File: src/rtl/uart_mbox_pkg.sv
// Shared constants for the UART receive mailbox: register map,
// STATUS/CTRL bit positions, arrow-key codes and their one-hot directions.
package uart_mbox_pkg;

  localparam logic [1:0] REG_DATA   = 2'd0;
  localparam logic [1:0] REG_STATUS = 2'd1;
  localparam logic [1:0] REG_CTRL   = 2'd2;
  localparam logic [1:0] REG_DIR    = 2'd3;

  localparam int STAT_OVR   = 31;
  localparam int STAT_FULL  = 17;
  localparam int STAT_EMPTY = 16;

  localparam int CTRL_CLR_OVR = 0;
  localparam int CTRL_FLUSH   = 1;

  localparam logic [3:0] DIR_NONE = 4'b0000;
  localparam logic [3:0] DIR_U    = 4'b0001;
  localparam logic [3:0] DIR_D    = 4'b0010;
  localparam logic [3:0] DIR_L    = 4'b0100;
  localparam logic [3:0] DIR_R    = 4'b1000;

  localparam logic [7:0] KEY_U = 8'h55;
  localparam logic [7:0] KEY_D = 8'h44;
  localparam logic [7:0] KEY_L = 8'h4C;
  localparam logic [7:0] KEY_R = 8'h52;

  function automatic logic [3:0] key_to_dir(input logic [7:0] k);
    logic [3:0] d;
    d = DIR_NONE;
    case (k)
      KEY_U:   d = DIR_U;
      KEY_D:   d = DIR_D;
      KEY_L:   d = DIR_L;
      KEY_R:   d = DIR_R;
      default: d = DIR_NONE;
    endcase
    return d;
  endfunction

endpackage

File: src/rtl/uart_rx_mailbox_fifo.sv
// Circular word FIFO for the receive mailbox: push/pop/flush,
// head word, fill count and full/empty flags.
module mbox_fifo
  import uart_mbox_pkg::*;
#(
  parameter int DATA_W = 8,
  parameter int DEPTH  = 16,
  localparam int PTR_W = $clog2(DEPTH),
  localparam int CNT_W = $clog2(DEPTH) + 1
) (
  input  logic              cpu_clk,
  input  logic              rst,
  input  logic              push,
  input  logic              pop,
  input  logic              flush,
  input  logic [DATA_W-1:0] wdata,
  output logic [DATA_W-1:0] head,
  output logic [CNT_W-1:0]  count,
  output logic              full,
  output logic              empty
);

  logic [DATA_W-1:0] mem [DEPTH];
  logic [PTR_W-1:0]  rd_ptr;
  logic [PTR_W-1:0]  wr_ptr;
  logic              do_pop;
  logic              do_push;

  assign empty = (count == '0);
  assign full  = (count == CNT_W'(DEPTH));
  assign head  = mem[rd_ptr];

  // a full FIFO still takes a push when a pop frees the slot
  assign do_pop  = pop & ~empty & ~flush;
  assign do_push = push & ~flush & (~full | do_pop);

  always_ff @(posedge cpu_clk) begin
    if (do_push) mem[wr_ptr] <= wdata;
  end

  always_ff @(posedge cpu_clk or posedge rst) begin
    if (rst) begin
      rd_ptr <= '0;
      wr_ptr <= '0;
      count  <= '0;
    end else if (flush) begin
      rd_ptr <= '0;
      wr_ptr <= '0;
      count  <= '0;
    end else begin
      if (do_push) wr_ptr <= wr_ptr + 1'b1;
      if (do_pop)  rd_ptr <= rd_ptr + 1'b1;
      unique case ({do_push, do_pop})
        2'b10:   count <= count + 1'b1;
        2'b01:   count <= count - 1'b1;
        default: count <= count;
      endcase
    end
  end

endmodule

File: src/rtl/uart_rx_mailbox.sv
// UART receive mailbox: FIFO-backed DATA/STATUS/CTRL/DIR registers,
// sticky overrun, threshold irq. Optional arrow-key decode: KEY_DECODE_EN.
module uart_rx_mailbox
  import uart_mbox_pkg::*;
#(
  parameter int DATA_W = 8,
  parameter int DEPTH  = 16,
  parameter int THRESH = 1
) (
  input  logic              cpu_clk,
  input  logic              rst,
  input  logic [DATA_W-1:0] in_data,
  input  logic              in_valid,
  input  logic              sel,
  input  logic              we,
  input  logic [1:0]        addr,
  input  logic [31:0]       wdata,
  output logic [31:0]       rdata,
  output logic              irq,
  output logic [3:0]        dir
);

  localparam int CNT_W = $clog2(DEPTH) + 1;

  logic [DATA_W-1:0] head;
  logic [CNT_W-1:0]  count;
  logic              full;
  logic              empty;
  logic              pop_ok;
  logic              ctrl_wr;
  logic              flush;
  logic              clr_ovr;
  logic              push_ok;
  logic              drop;
  logic              overrun;
  logic              unused_wdata;

  assign unused_wdata = ^wdata[31:2];

  assign pop_ok  = sel & ~we & (addr == REG_DATA) & ~empty;
  assign ctrl_wr = sel & we & (addr == REG_CTRL);
  assign flush   = ctrl_wr & wdata[CTRL_FLUSH];
  assign clr_ovr = ctrl_wr & wdata[CTRL_CLR_OVR];
  assign push_ok = in_valid & ~flush & (~full | pop_ok);
  assign drop    = in_valid & ~flush & full & ~pop_ok;

  mbox_fifo #(
    .DATA_W (DATA_W),
    .DEPTH  (DEPTH)
  ) u_fifo (
    .cpu_clk (cpu_clk),
    .rst     (rst),
    .push    (in_valid),
    .pop     (pop_ok),
    .flush   (flush),
    .wdata   (in_data),
    .head    (head),
    .count   (count),
    .full    (full),
    .empty   (empty)
  );

  // a drop in the same cycle as a clear keeps the flag set
  always_ff @(posedge cpu_clk or posedge rst) begin
    if (rst)          overrun <= 1'b0;
    else if (drop)    overrun <= 1'b1;
    else if (clr_ovr) overrun <= 1'b0;
  end

  assign irq = (count >= CNT_W'(THRESH));

`ifdef KEY_DECODE_EN
  logic [3:0] dir_q;

  always_ff @(posedge cpu_clk or posedge rst) begin
    if (rst)          dir_q <= DIR_NONE;
    else if (push_ok) dir_q <= key_to_dir(in_data[7:0]);
  end

  assign dir = dir_q;
`else
  assign dir = DIR_NONE;
`endif

  always_comb begin
    rdata = '0;
    unique case (1'b1)
      (addr == REG_DATA): begin
        if (!empty) rdata = 32'(head);
      end
      (addr == REG_STATUS): begin
        rdata[STAT_OVR]   = overrun;
        rdata[STAT_FULL]  = full;
        rdata[STAT_EMPTY] = empty;
        rdata[CNT_W-1:0]  = count;
      end
      (addr == REG_DIR): begin
        rdata = {28'b0, dir};
      end
      default: rdata = '0;
    endcase
  end

endmodule

File: config.mk
export PLATFORM = sky130hd
export DESIGN_NAME = uart_rx_mailbox
export DESIGN_NICKNAME = d
export VERILOG_FILES = /design/src/rtl/uart_mbox_pkg.sv /design/src/rtl/uart_rx_mailbox_fifo.sv /design/src/rtl/uart_rx_mailbox.sv
export SDC_FILE = /design/constraint.sdc
export NUM_CORES = 1
export LEC_CHECK = 0
export CORE_ASPECT_RATIO = 0.7
export CORE_MARGIN = 2
export CORE_UTILIZATION = 50
export DETAILED_ROUTE_END_ITERATION = 6
export GPL_TIMING_DRIVEN = 1
export PLACE_DENSITY = 0.75
export SLEW_MARGIN = 30
export SYNTH_ARGS = -nofsm -noshare
export SYNTH_HDL_FRONTEND = slang
export SYNTH_SLANG_ARGS = --single-unit
File: constraint.sdc
create_clock -name cpu_clk -period 3.52 [get_ports cpu_clk]
set_clock_uncertainty 0.05 [all_clocks]
set_input_delay 0.704 -clock cpu_clk [delete_from_list [all_inputs] [get_ports cpu_clk]]
set_output_delay 0.704 -clock cpu_clk [all_outputs]
set_load 0.03 [all_outputs]
==> flow_summary.json, run 1 <==
{
  "status": "complete, no violations",
  "clk_latency_ps": 410,
  "holdCritPathClass": "flop to flop",
  "vias": 3650,
  "min_from": "overrun",
  "arrival_ps": 2760,
  "finish.utilization": 0.606,
  "postSynthAreaPerCell_um2": 16.1,
  "postCtsSetupRepairBufs": 0,
  "p_int_uw": 4050,
  "seq_area_frac_synth": 0.671,
  "syn_area_mm2": 0.00625,
  "critPathMaxFanout": 6,
  "ir_worst_vdd_uv": 447,
  "row_count": 34,
  "drive_above_1_share": 0.204,
  "h-tree-depth": 4,
  "endpoint": "rdata[4]",
  "cts_buffers": 17,
  "first_global_vias": 3581,
  "placed_area_mm2": 0.00675,
  "routed_via_density": 5.91,
  "grt_max_degree": 24,
  "dieHeight_um": 97.6,
  "ant_nets": 0,
  "start_kind": "flop",
  "fmax_mhz": 285,
  "reg2reg_slack_ps": 860,
  "cp.required_ps": 2770,
  "synth.distinct_cells": 48,
  "die_x_um": 138,
  "synth_edf_count": 128,
  "cts_buffer_depth": 2,
  "cts_sinks": 142,
  "diodes": 0,
  "tightest_slew_ps": 693,
  "sequentialPowerShare": 0.396,
  "finalMaxSlewViolations": 0,
  "synth_area_leaders": "edfxtp_1 61%, mux4_2 7.9%, dfrtp_1 5.6%",
  "fillCellCount": 862,
  "cts_tree": "done",
  "reg2reg_depth": 6,
  "core_mm2": 0.0123,
  "cp-startpoint": "u_fifo.count[1]",
  "dieArea_mm2": 0.0134,
  "fin_nets": 499,
  "clk_pin_slew_ps": 60,
  "grt_antenna_before_repair": 0,
  "clkPwrFrac": 0.364,
  "drtIter0Drc": 308,
  "path_class": "flop to output port",
  "cellLeakagePower_uw": 0.00263,
  "synth_top_area_frac": 0.615,
  "synth_top_flop_cell": "edfxtp_1",
  "dr.pass1.iters": 5,
  "grt_pass1_wl_um": 20700,
  "area_delta_synth_final_pct": 19.0,
  "power_uw": 5710,
  "numPortBuffers": 28,
  "cap_violations": 0,
  "timing.rr.start": "u_fifo.count[1]",
  "routabilityCongestion": 0.928,
  "power_frac_comb": 0.240,
  "place_hpwl_um": 8930,
  "netSwitchingFraction": 0.290,
  "grt_usage": 0.215,
  "routedWlPerCell_um": 21.5,
  "fin_area_mm2": 0.00745,
  "fin_crit_ps": 3510,
  "cp-end-kind": "output port",
  "grt.overflow.total": 0,
  "syn-instance-count": 388,
  "final_common_cell": "edfxtp_1",
  "drc_errors": 0,
  "p_per_area_mw_per_mm2": 766,
  "switchingPower_uw": 1660,
  "worst_r2r_endpoint": "u_fifo.mem[11][2]",
  "clockRootBuffer": "clkbuf_16",
  "ys_warn_count": 0,
  "async_flop_share": 0.0986,
  "initial_core_util": 0.509,
  "layout_common_cells": "128 x edfxtp_1, 33 x buf_4, 26 x mux2i_1",
  "rsz0062_at_grt": "true",
  "synth_top_area_cell": "edfxtp_1",
  "setup_viol": 0,
  "hold_viol": 0,
  "ys_seq_elements": 142,
  "io_pins": 84,
  "drt-total-wl_um": 13300,
  "slew_headroom": 0.537,
  "post-route-period-util": 0.997
}
[metal layers]
metal / GRT usage / share of wire
met1: 0.320 / 0.43
met2: 0.321 / 0.47
met3: 0.0469 / 0.085
met4: 0.0642 / 0.013
met5: 0 / 0
[power groups by stage]
stage               logic (uW)  clock network (uW)  registers [uW]
finish                    1370                2080            2260
global route              1470                2170            2290
CTS                       1370                2100            2260
detailed placement        1360                   0            2290
global placement          1310                   0            2270
floorplan                 1070                   0            2140
[flip-flops by register name (all words and copies together) (netlist names)]
name and count:
u_fifo.count 5, u_fifo.rd_ptr 4, u_fifo.mem 128, u_fifo.wr_ptr 4, overrun 1
[timing repair]
item                                   CTS  global route
setup endpoints to repair                8             3
endpoints found under the hold margin    0             0
gates resized for setup                  5             0
hold buffers                             0             0
[logic make-up (layout without fill, tap and decap cells)]
family,after synthesis,count (layout),synth area share
XOR/XNOR,5,5,0.00700
other,1,25,0.000600
flip-flops,142,142,0.671
adder cells (fa/ha/maj),9,9,0.0180
AO/OA/AOI/OAI,44,44,0.0556
multiplexers,48,48,0.121
buffers and inverters,56,100,0.0518
AND/OR/NAND/NOR,83,83,0.0756
[worst max-delay path, cell delays in order (launching register included)]
cell,delay (ps)
dfrtp_1,450
inv_1,160
ha_1,250
nor4b_2,290
buf_4,200
nor4_1,60
buf_4,160
a22oi_1,460
nand2_1,110
buf_4,190
[through the flow]
stage,hold slack (ps),TNS [ps],cells,setup slack (ps)
floorplan,389,0,412,552
global placement,417,0,586,184
detailed placement,433,0,586,130
CTS,444,0,618,64.6
global route,475,-103,618,-38.5
finish,438,0,618,10.3
[worst min path at each step]
stage,cells after the start,to
floorplan,2,overrun
global placement,2,overrun
detailed placement,2,overrun
CTS,2,overrun
global route,2,overrun
finish,2,overrun
[synth_stat cells (2+ instances only)]
cell and count:
a21oi_1 2, nand3_1 6, edfxtp_1 128, buf_2 10, nand4_1 5, a22oi_1 15, a32oi_1 5, nor3_1 6
and3_1 4, or3_1 2, o31ai_1 3, mux2i_1 26, nand2_1 17, o22ai_1 2, buf_4 25, nor4_1 8
nor2_1 12, and2_1 5, clkbuf_1 8, a211oi_1 6, ha_1 9, o221ai_1 2, xnor2_1 3, inv_1 12
o211ai_1 4, xor2_1 2, nor2b_1 6, dfrtp_1 14, mux4_2 22
[cell type report]
class                      count  area [um2]  area share
tap                          162         203      0.0272
multi-input combinational    214        1830       0.246
timing repair buffer          56         474      0.0637
sequential                   142        4200       0.564
inverter                      12        45.0     0.00605
clock inverter                14         265      0.0356
clock buffer                  18         429      0.0576
Note: power is estimated with default switching activity, not from simulation.
==> run 2, diff against run 1 <==
CORE_ASPECT_RATIO = 0.5   (was 0.7)
CORE_MARGIN = unset   (was 2)
==> flow_summary.json, run 2 (synthesized netlist as in run 1, its figures left out) <==
{
  "timing.rr.start": "u_fifo.count[1]",
  "routedWlPerCell_um": 21.1,
  "reg2reg_depth": 6,
  "crit_chain": "inv_1 > ha_1 > nor4b_4 > buf_4 > nor4_1 > buf_4 > a32oi_1 > nand2_1 > buf_4",
  "die_x_um": 160,
  "holdCritPathClass": "flop to flop",
  "largest_register_ffs": 128,
  "grt.overflow.total": 0,
  "status": "complete, no violations",
  "fin_nets": 498,
  "tightest_slew_ps": 742,
  "tns_ps": 0,
  "critPathMaxFanout": 6,
  "cts_resized": 5,
  "dp_slack_ps": 148,
  "routabilityCongestion": 0.944,
  "diodes": 0,
  "slew_headroom": 0.504,
  "first_global_vias": 3416,
  "hold_viol": 0,
  "largest-register": "u_fifo.mem",
  "cp-startpoint": "u_fifo.count[1]",
  "reg2reg_slack_ps": 850,
  "start_kind": "flop",
  "layout_common_cells": "128 x edfxtp_1, 30 x buf_4, 26 x mux2i_1",
  "numPortBuffers": 28,
  "fin_area_mm2": 0.00731,
  "cts_tree": "done",
  "grt_pass1_wl_um": 19700,
  "fin_crit_ps": 3400,
  "initial_core_util": 0.521,
  "grt_usage": 0.214,
  "h-tree-depth": 4,
  "clk_pin_slew_ps": 60,
  "arrival_ps": 2650,
  "postCtsSetupRepairBufs": 0,
  "io_pins": 84,
  "drc_errors": 0,
  "cts_buffers": 17,
  "cap_violations": 0,
  "final_common_cell": "edfxtp_1",
  "endpoint": "rdata[4]",
  "vias": 3620,
  "cts_hold_buf": 0,
  "drt-total-wl_um": 13100,
  "finish.utilization": 0.609,
  "grt_antenna_before_repair": 0,
  "cts_sinks": 142,
  "placed_area_mm2": 0.00676,
  "core_mm2": 0.0120,
  "post-route-period-util": 0.967,
  "fillCellCount": 851,
  "finalMaxSlewViolations": 0,
  "place_hpwl_um": 8600,
  "worst_r2r_endpoint": "u_fifo.mem[10][3]",
  "slowest_delay_ps": 470,
  "fmax_mhz": 294,
  "rsz0062_at_grt": "true",
  "area_delta_synth_final_pct": 16.9,
  "dr.pass1.iters": 5,
  "cpMaxStageDelayCell": "dfrtp_1",
  "p_per_area_mw_per_mm2": 719,
  "ant_nets": 0,
  "grt_max_degree": 28,
  "setup_ws_ps": 117,
  "holdWs_ps": 424,
  "cp.required_ps": 2770,
  "crit_path_frequent_cell": "buf_4",
  "clockRootBuffer": "clkbuf_16",
  "routed_via_density": 5.84,
  "clk_latency_ps": 420,
  "path_class": "flop to output port",
  "multi_input_area_mm2": 0.00184,
  "dieHeight_um": 81.1,
  "cellLeakagePower_uw": 0.00255,
  "setup_viol": 0,
  "cp-end-kind": "output port",
  "top_regs": "u_fifo.mem (128), u_fifo.count (5)",
  "drtIter0Drc": 336,
  "cts_buffer_depth": 2,
  "ir_worst_vdd_uv": 314,
  "seq_area_mm2": 0.00420,
  "row_count": 28,
  "drive_above_1_share": 0.200,
  "dieArea_mm2": 0.0130
}
run 2: metal layers:
layer | part of all wire | vias to the layer above | GRT usage
met4 | 0.014 | 0 | 0.0724
met1 | 0.44 | 1849 | 0.281
met5 | 0 | - | 0
met3 | 0.069 | 12 | 0.0608
met2 | 0.48 | 156 | 0.348
li1 | - | 1603 | -
run 2: final cells by class:
cell class	instances	area share
Sequential cell	142	0.574
Timing Repair Buffer	55	0.0660
Clock buffer	17	0.0582
Inverter	12	0.00616
Clock inverter	15	0.0156
Multi-Input combinational cell	214	0.252
Tap cell	165	0.0282
run 2: power breakdown:
part	switching (uW)	leakage, uW	internal, uW
Clock	706	0.000254	904
Combinational	787	0.000969	618
Sequential	196	0.00133	2050
Total	1690	0.00255	3570
run 2: critical path, delay by kind of cell (launching register included):
| kind | cells | cell delay [ps] |
|---|---|---|
| DFF | 1 | 470 |
| AOI/OAI and AO/OA | 1 | 330 |
| buffers and inverters | 4 | 700 |
| adders and majority gates | 1 | 260 |
| and+or+nand+nor | 3 | 480 |
run 2: how the worst min path moves through the flow:
stage	start	to	slack, ps	depth (start not counted)
detailed placement	overrun	overrun	410	2
global route	overrun	overrun	440	2
global placement	overrun	overrun	410	2
floorplan	overrun	overrun	390	2
CTS	overrun	overrun	430	2
finish	overrun	overrun	420	2
run 2: metrics by stage:
stage	power, uW	instances
2_1_floorplan	3210	412
3_3_place_gp	3620	588
3_5_place_dp	3650	588
4_1_cts	5260	620
5_1_grt	5480	620
6_report	5260	620
==> run 3, diff against run 2 <==
CAP_MARGIN = 10   (was unset)
SYNTH_HIERARCHICAL = 1   (was unset)
==> flow_summary.json, run 3 <==
{
  "top_regs": "u_fifo/mem (128), u_fifo/count (5)",
  "numPortBuffers": 28,
  "clk_pin_slew_ps": 60,
  "drive_above_1_share": 0.226,
  "place_hpwl_um": 8420,
  "start_kind": "flop",
  "ant_nets": 0,
  "die_x_um": 161,
  "synth_top_flop_cell": "edfxtp_1",
  "synth_area_leaders": "edfxtp_1 61%, mux4_2 5.7%, dfrtp_1 5.5%",
  "critPathMaxFanout": 7,
  "cellLeakagePower_uw": 0.00274,
  "synth.top_cells.by_count": "128 x edfxtp_1, 36 x nor2_1, 26 x buf_4",
  "syn-instance-count": 421,
  "routed_via_density": 5.52,
  "cts_buffer_depth": 2,
  "worst_r2r_endpoint": "u_fifo/count[3]",
  "vias": 3651,
  "core_mm2": 0.0121,
  "crit_chain": "or4_4 > nor2_1 > buf_4 > and2_1 > clkdlybuf4s50_1",
  "reg2reg_depth": 13,
  "cts_sinks": 142,
  "synth_edf_count": 128,
  "finalMaxSlewViolations": 0,
  "postSynthAreaPerCell_um2": 15.0,
  "ys_warn_count": 6,
  "synth_top_area_cell": "edfxtp_1",
  "synth_top_area_frac": 0.607,
  "cp.required_ps": 2770,
  "dieArea_mm2": 0.0131,
  "hold_viol": 0,
  "grt_max_degree": 20,
  "reg2reg_slack_ps": 270,
  "fin_area_mm2": 0.00752,
  "largest_register_ffs": 128,
  "cpMaxStageDelayCell": "clkdlybuf4s50_1",
  "grt_usage": 0.204,
  "arrival_ps": 2610,
  "timing.rr.start": "u_fifo/count[3]",
  "grt_pass1_wl_um": 19400,
  "fmax_mhz": 297,
  "largest-register": "u_fifo/mem",
  "holdCritPathClass": "primary input to async pin",
  "synth.distinct_cells": 48,
  "cts_tree": "done",
  "clk_latency_ps": 410,
  "placed_cells": 629,
  "cap_violations": 0,
  "slowest_delay_ps": 660,
  "drt-total-wl_um": 12400,
  "p_per_area_mw_per_mm2": 739,
  "dieHeight_um": 81.6,
  "post-route-period-util": 0.955,
  "setup_viol": 0,
  "initial_core_util": 0.524,
  "seq_area_frac_synth": 0.662,
  "h-tree-depth": 4,
  "grt_antenna_before_repair": 0,
  "ir_worst_vdd_uv": 362,
  "first_global_vias": 3647,
  "clockRootBuffer": "clkbuf_16",
  "synth.most_common_cell": "edfxtp_1",
  "ys_seq_elements": 142,
  "diodes": 0,
  "routabilityCongestion": 0.798,
  "fin_nets": 540,
  "fin_crit_ps": 3360,
  "placed_area_mm2": 0.00689,
  "grt.overflow.total": 0,
  "syn_area_mm2": 0.00633,
  "area_delta_synth_final_pct": 18.7,
  "cts_buffers": 17,
  "tightest_slew_ps": 558,
  "cp-end-kind": "output port",
  "routedWlPerCell_um": 18.7,
  "layout_common_cells": "128 x edfxtp_1, 36 x nor2_1, 34 x buf_4",
  "slew_headroom": 0.625,
  "async_flop_share": 0.0986,
  "dr.pass1.iters": 5,
  "final_common_cell": "edfxtp_1",
  "rsz0062_at_grt": "false",
  "status": "complete, no violations",
  "path_class": "flop to output port",
  "finalNonFillerCells": 661,
  "io_pins": 84,
  "row_count": 28,
  "drc_errors": 0,
  "drtIter0Drc": 231
}
[run 3: repair_timing]
item | in CTS | in global routing
pin swaps | 0 | 0
hold endpoints to repair | 0 | 0
buffers inserted | 1 | 0
cloned | 0 | 0
gates resized for setup | 10 | 15
setup endpoints to repair | 8 | 5
hold buffers | 0 | 0
[run 3: worst max path at each step]
stage | from | to | slack (ps) | cells after the start
3_5_place_dp | addr[0] | u_fifo/count[4] | -50 | 11
2_1_floorplan | u_fifo/count[0] | u_fifo/count[3] | 200 | 14
3_3_place_gp | addr[0] | u_fifo/count[4] | 40 | 11
5_1_grt | u_fifo/count[3] | rdata[16] | 20 | 5
6_report | u_fifo/count[3] | rdata[16] | 160 | 5
4_1_cts | u_fifo/rd_ptr[2] | rdata[0] | 20 | 10
[run 3: cell families after synthesis]
| family | count (synthesis) | synth area share |
|---|---|---|
| and+or+nand+nor | 93 | 0.0727 |
| other | 1 | 0.000592 |
| buffers and inverters | 54 | 0.0524 |
| muxes | 52 | 0.116 |
| AOI/OAI and AO/OA | 61 | 0.0646 |
| DFF | 142 | 0.662 |
| adders and majority gates | 9 | 0.0190 |
| xor gates and xnor gates | 9 | 0.0124 |
[run 3: layout make-up]
type / count / area, um2
clock buffers: 17 / 425
clock inverters: 14 / 168
fillers: 840 / 4570
inverters: 10 / 37.5
multi-input cells: 249 / 1940
flip-flops and latches: 142 / 4200
well taps: 165 / 206
repair buffers: 64 / 549
[run 3: stage by stage]
| stage | hold slack (ps) | worst slack [ps] | power, uW | setup TNS [ps] | util |
|---|---|---|---|---|---|
| 4_1_cts | 407 | 23.6 | 5550 | 0 | 0.619 |
| 6_report | 413 | 158 | 5560 | 0 | 0.622 |
| 3_3_place_gp | 447 | 38.6 | 3730 | 0 | 0.570 |
| 2_1_floorplan | 383 | 200 | 3320 | 0 | - |
| 5_1_grt | 431 | 20.5 | 5810 | 0 | 0.622 |
| 3_5_place_dp | 463 | -45.8 | 3770 | -45.8 | 0.570 |
[run 3: critical path, delay by kind of cell (launching register included)]
kind	cells	cell delay (ps)
buffers and inverters	2	830
DFF	1	450
and+or+nand+nor	3	930
[run 3: layer usage]
| metal | part of all wire | vias to the layer above | routed length [um] | global-route usage |
|---|---|---|---|---|
| met4 | 0.012 | 0 | 152 | 0.0783 |
| met5 | 0 | - | 0 | 0 |
| met1 | 0.44 | 1838 | 5460 | 0.253 |
| met3 | 0.051 | 12 | 634 | 0.0525 |
| met2 | 0.50 | 127 | 6120 | 0.353 |
| li1 | - | 1674 | - | - |
[run 3: power breakdown]
part | switching, uW | total [uW] | internal [uW]
registers | 160 | 2210 | 2050
clock network | 678 | 1790 | 1110
logic | 854 | 1560 | 706
total | 1690 | 5560 | 3860
==> edit 1 (settings of run 3) <==
`DATA_W` is set to 8 in 2 places; all go to 9.
--- a/src/rtl/uart_rx_mailbox_fifo.sv
+++ b/src/rtl/uart_rx_mailbox_fifo.sv
@@ -5,3 +5,3 @@
 #(
-  parameter int DATA_W = 8,
+  parameter int DATA_W = 9,
   parameter int DEPTH  = 16,
--- a/src/rtl/uart_rx_mailbox.sv
+++ b/src/rtl/uart_rx_mailbox.sv
@@ -5,3 +5,3 @@
 #(
-  parameter int DATA_W = 8,
+  parameter int DATA_W = 9,
   parameter int DEPTH  = 16,
Interface: changed (resized in_data); port bits go from 84 to 85. No check against the original RTL was run, so the function may have changed too.
==> edit 1 against run 3 <==
- total power is 9.2% higher
- maximum frequency shrank 0.70%
- cell area is 8.9% higher
- sequential cell count grew 16
- final cell count increased by 5.1%
- routed wire length rose by 14%
- setup slack got worse by 24 ps
- synthesized area increased by 9.1%
- largest cell class unchanged
==> edit 1: results (changes against run 3) <==
[status]
status = finished, final reports clean

[detailed_routing]
post_drt_wl_per_cell_um = 20.2  ; +8.2%
drt_iter0_drc = 373  ; +61%
detail_route.vias_per_cell = 5.67  ; +2.7%

[worst_setup_path]
worst_ep_arrival_time_ps = 2630  ; +20 ps
worstReg2RegStart = u_fifo/count[0]
critical_path.max_fanout = 12  ; +5
crit_start = u_fifo/rd_ptr[0]
crit-reg2reg-capture = u_fifo/count[4]
highest_delay_cell_along_the_critical_path = sky130_fd_sc_hd__mux4_2
cpPeakStageDelay_ps = 550  ; -110 ps
ff2ff_path_depth = 14  ; +1
reg2reg_setup_slack_ps = 290  ; +20 ps
path_delay_family = buffers and inverters

[clock_tree]
cts.clk_slew.worst_paths_ps = 60  ; about the same
worst_skew_pair_latency_ps = 420

[layout]
post_route_cells_drive_above_1_share_pct = 21.3  ; -1.2 points
finalNetCount = 569  ; +5.4%
reg_top3 = u_fifo/mem x144, u_fifo/count x5
final.fill_count = 919  ; +9.4%

[timing]
worstMarginPinSlew_ps = 751  ; +193 ps

[pwr]
cellLeakagePower_nw = 2.94  ; +7.2%
switching_power_mw = 1.83  ; +8.0%
vdd.ir_drop.worst_mv = 0.362  ; +0.16%

[place]
place.detailed.hpwl_um = 8990  ; +6.8%
port-buffer-count = 30  ; +7.1%
dpl_cell_area_um2 = 7530  ; +9.3%
finalWeightedCongestion = 0.810  ; +1.5%

[yosys]
netlist_top_cells_area = sky130_fd_sc_hd__edfxtp_1 (63%), sky130_fd_sc_hd__mux4_2 (5.9%), sky130_fd_sc_hd__dfrtp_1 (5.1%)
synth.lib_cells_used.distinct = 45  ; -6.3%
synth_edf_count = 144  ; +13%
ys_seq_area_share_pct = 67.7  ; +1.5 points
synth_top_cells_by_count = sky130_fd_sc_hd__edfxtp_1 (144), sky130_fd_sc_hd__nor2_1 (32), sky130_fd_sc_hd__mux2i_1 (28)
ys_async_sr_fraction_pct = 8.86  ; -1.0 points

[global_routing]
grt_pass1_vias = 3900  ; +6.9%
grt_max_degree = 23  ; +15%
grt_first_pass_wirelength_um = 21900  ; +13%
grt.total_usage_pct = 21.3  ; +0.84 points

[edit 1: routing by layer]
metal / share of wire, % / global-route usage, % / up-vias
met5: 0 / 0 / -
met4: 0.82 / 6.86 / 0
met3: 5.7 / 6.44 / 10
met2: 47 / 33.0 / 139
met1: 46 / 29.1 / 2004
li1: - / - / 1790
[edit 1: cell type report]
| type | count | area share [%] |
|---|---|---|
| Sequential cell | 158 | 57.1 |
| Multi-Input combinational cell | 259 | 24.9 |
| Timing Repair Buffer | 67 | 7.44 |
| Clock buffer | 20 | 5.33 |
| Tap cell | 170 | 2.60 |
| Clock inverter | 12 | 2.25 |
| Inverter | 9 | 0.412 |
[edit 1: timing repair]
action | in CTS | in global routing
pin swaps | 0 | 0
resized for setup | 11 | 14
setup buffers | 0 | 1
setup endpoints to repair | 6 | 7
[edit 1: kinds of logic after synthesis]
group           synth area share (%)
other cells                   0.0543
compound gates                  6.41
mux                             12.0
flops                           67.7
fa+ha+maj                       1.74
buf+inv                         4.44
simple gates                    6.63
xor+xnor                        1.01
[edit 1: through the flow]
stage	hold WS (ps)	instances	util, %	setup WS, ps	power [mW]
after CTS	386	694	62.6	1.88	6.07
after detailed placement	454	662	57.7	-54.2	4.11
after global routing	389	695	62.7	11.2	6.33
final	402	695	62.7	134	6.07
after floorplan	383	471	-	263	3.58
after global placement	426	662	57.7	-0.566	4.07
[edit 1: power by group through the flow]
| stage | Sequential, mW | Combinational (mW) | Clock [mW] |
|---|---|---|---|
| after floorplan | 2.39 | 1.19 | 0 |
| after global placement | 2.48 | 1.60 | 0 |
| after detailed placement | 2.49 | 1.63 | 0 |
| after CTS | 2.45 | 1.66 | 1.96 |
| after global routing | 2.48 | 1.82 | 2.04 |
| final | 2.46 | 1.68 | 1.93 |
[edit 1: how the worst max path moves through the flow]
stage / slack [ps] / end / cells past startpoint
after floorplan: 260 / u_fifo/count[3] / 14
after global placement: -0.6 / u_fifo/count[4] / 13
after detailed placement: -50 / u_fifo/count[4] / 13
after CTS: 2 / rdata[1] / 8
after global routing: 10 / rdata[0] / 9
final: 130 / rdata[0] / 8
[edit 1: worst reg2reg max path, stage by stage, from the launching register on]
cell	delay [ps]
sky130_fd_sc_hd__dfrtp_1	460
sky130_fd_sc_hd__or4_1	560
sky130_fd_sc_hd__nor2_1	170
sky130_fd_sc_hd__nor3_2	70
sky130_fd_sc_hd__and3_1	200
sky130_fd_sc_hd__o21ai_0	120
sky130_fd_sc_hd__or3_1	200
sky130_fd_sc_hd__inv_1	80
sky130_fd_sc_hd__ha_1	300
sky130_fd_sc_hd__nor2_1	90
sky130_fd_sc_hd__a21oi_1	60
sky130_fd_sc_hd__buf_4	150
sky130_fd_sc_hd__or3_1	340
sky130_fd_sc_hd__a21o_1	180
sky130_fd_sc_hd__a31oi_1	110
==> edit 2 (flow settings as in run 3) <==
Made on the original files. One comparison of `count` changes from == to >=.
--- a/src/rtl/uart_rx_mailbox_fifo.sv
+++ b/src/rtl/uart_rx_mailbox_fifo.sv
@@ -29,3 +29,3 @@
   assign empty = (count == '0);
-  assign full  = (count == CNT_W'(DEPTH));
+  assign full  = (count >= CNT_W'(DEPTH));
   assign head  = mem[rd_ptr];
Function: same outputs for any inputs over 4 cycles, from zero or initial values and one cycle with rst high; that may be too few to reach the edited logic, so the function may still have changed.
==> edit 2 against run 3 <==
- routed wire length up 7.9%
- core utilization down 0.50 points
- sequential cell count unchanged
- register-to-register slack better by 70 ps
- sequential share of layout area up 0.75 points
- setup slack worse by 48 ps
- worst hold slack worse by 22 ps
- synthesized area down 0.75%
- total power down 1.3%
- combinational power up 6%
- cell area down 1.4%
- largest power group unchanged
==> edit 2: results (changes against run 3) <==
[status]
status = finished, final reports clean

[layout]
final-clk-cell-share_pct = 7.57  ; -0.31 points
buf_share_pct = 6.80  ; -0.51 points
n_all_inverters = 12  ; +2
finalNetCount = 514  ; -4.8%
area_taken_by_multi_input_logic_gates_um2 = 1900  ; -1.7%
layout.area.seq_um2 = 4200  ; about the same
multi_input_comb_cells = 229  ; -8.0%
n_all_buffers = 56  ; -13%
post_route_cells_drive_above_1_share_pct = 19.7  ; -2.8 points
layout.sequential_cells = 142  ; unchanged
layout.clock_buffers = 19  ; +2
final.fill_count = 849  ; +1.1%

[clock_tree]
worst_skew_pair_latency_ps = 420

[timing]
layout_setup_ws_ps = 110  ; -48.3 ps
holdWs_ps = 391  ; -21.8 ps
worstMarginPinSlew_ps = 682  ; +123 ps

[worst_setup_path]
critical_path.max_fanout = 8  ; +1
worst_ep_arrival_time_ps = 2660  ; +50 ps
path_class = reg -> out
ff2ff_path_depth = 12  ; -1
worstReg2RegStart = u_fifo/count[0]
crit-reg2reg-capture = u_fifo/count[4]
reg2reg_setup_slack_ps = 340  ; +70 ps

[global_routing]
grt_max_degree = 27  ; +35%
grt_pass1_vias = 3470  ; -4.9%
grt_util_met3_pct = 4.70  ; -0.55 points
global_route.usage.met2_pct = 34.1  ; -1.2 points
grt_util_met1_pct = 29.4  ; +4.2 points
grt_first_pass_wirelength_um = 19800  ; +2.3%
grt.total_usage_pct = 21.5  ; +1.0 points

[detailed_routing]
drt_iter0_drc = 324  ; +40%
post_drt_wl_per_cell_um = 21.0  ; +12%
routed_wl_um = 13300  ; +7.9%
top_layer_used = met4
routedLengthMet1_um = 5920  ; +8.4%
routed_via_count = 3719  ; +1.9%
met2WireLength_um = 6160  ; +0.62%
routed-wl-met3_um = 1020  ; +61%

[yosys]
post_synth_inst_count = 403  ; -4.3%
post_synth_mux_area_share_pct = 11.5  ; -0.091 points
ys_seq_area_share_pct = 66.7  ; +0.50 points
synth_fa_ha_area_share_pct = 1.91  ; +0.014 points
netlist_top_cells_area = sky130_fd_sc_hd__edfxtp_1 (61%), sky130_fd_sc_hd__mux4_2 (5.7%), sky130_fd_sc_hd__dfrtp_1 (5.6%)
yosysWarningCount = 6  ; unchanged
synth_xor_xnor_area_share_pct = 0.836  ; -0.41 points
synth_compound_gate_area_share_pct = 6.89  ; +0.43 points
synth.lib_cells_used.distinct = 50  ; +4.2%
synth_top_cells_by_count = sky130_fd_sc_hd__edfxtp_1 (128), sky130_fd_sc_hd__mux2i_1 (33), sky130_fd_sc_hd__and2_1 (25), sky130_fd_sc_hd__buf_4 (25)

[pwr]
powerDensity_nw_per_um2 = 739  ; about the same
cellLeakagePower_nw = 2.70  ; -1.6%
vdd.ir_drop.worst_mv = 0.377  ; +4.3%

[place]
place.detailed.hpwl_um = 8510  ; +1.0%
finalWeightedCongestion = 0.830  ; +4.0%
pre_cts_slack_ps = 105  ; +150 ps
dpl_cell_area_um2 = 6790  ; -1.5%
cell_total_after_placement = 600  ; -4.6%

edit 2: cell count changes after synthesis, moves of 7 or more:
cell and change:
sky130_fd_sc_hd__nor2_1 -20, sky130_fd_sc_hd__a221oi_1 +8, sky130_fd_sc_hd__o21ai_0 -7, sky130_fd_sc_hd__a21oi_1 -9, sky130_fd_sc_hd__nand2_1 -9, sky130_fd_sc_hd__mux2i_1 +9
sky130_fd_sc_hd__and2_1 +16, sky130_fd_sc_hd__mux2_2 -9
edit 2: timing repair:
item | in CTS | in global routing
gates resized for setup | 11 | 14
hold endpoints to repair | 0 | 0
gates cloned | 0 | 1
endpoints found under the setup margin | 8 | 8
setup buffers | 0 | 3
edit 2: power by group:
group          leakage [nW]  internal, mW  switching (mW)
clock network         0.263         0.985           0.705
logic                  1.11         0.732           0.922
registers              1.32          2.00           0.137
total                  2.70          3.72            1.76
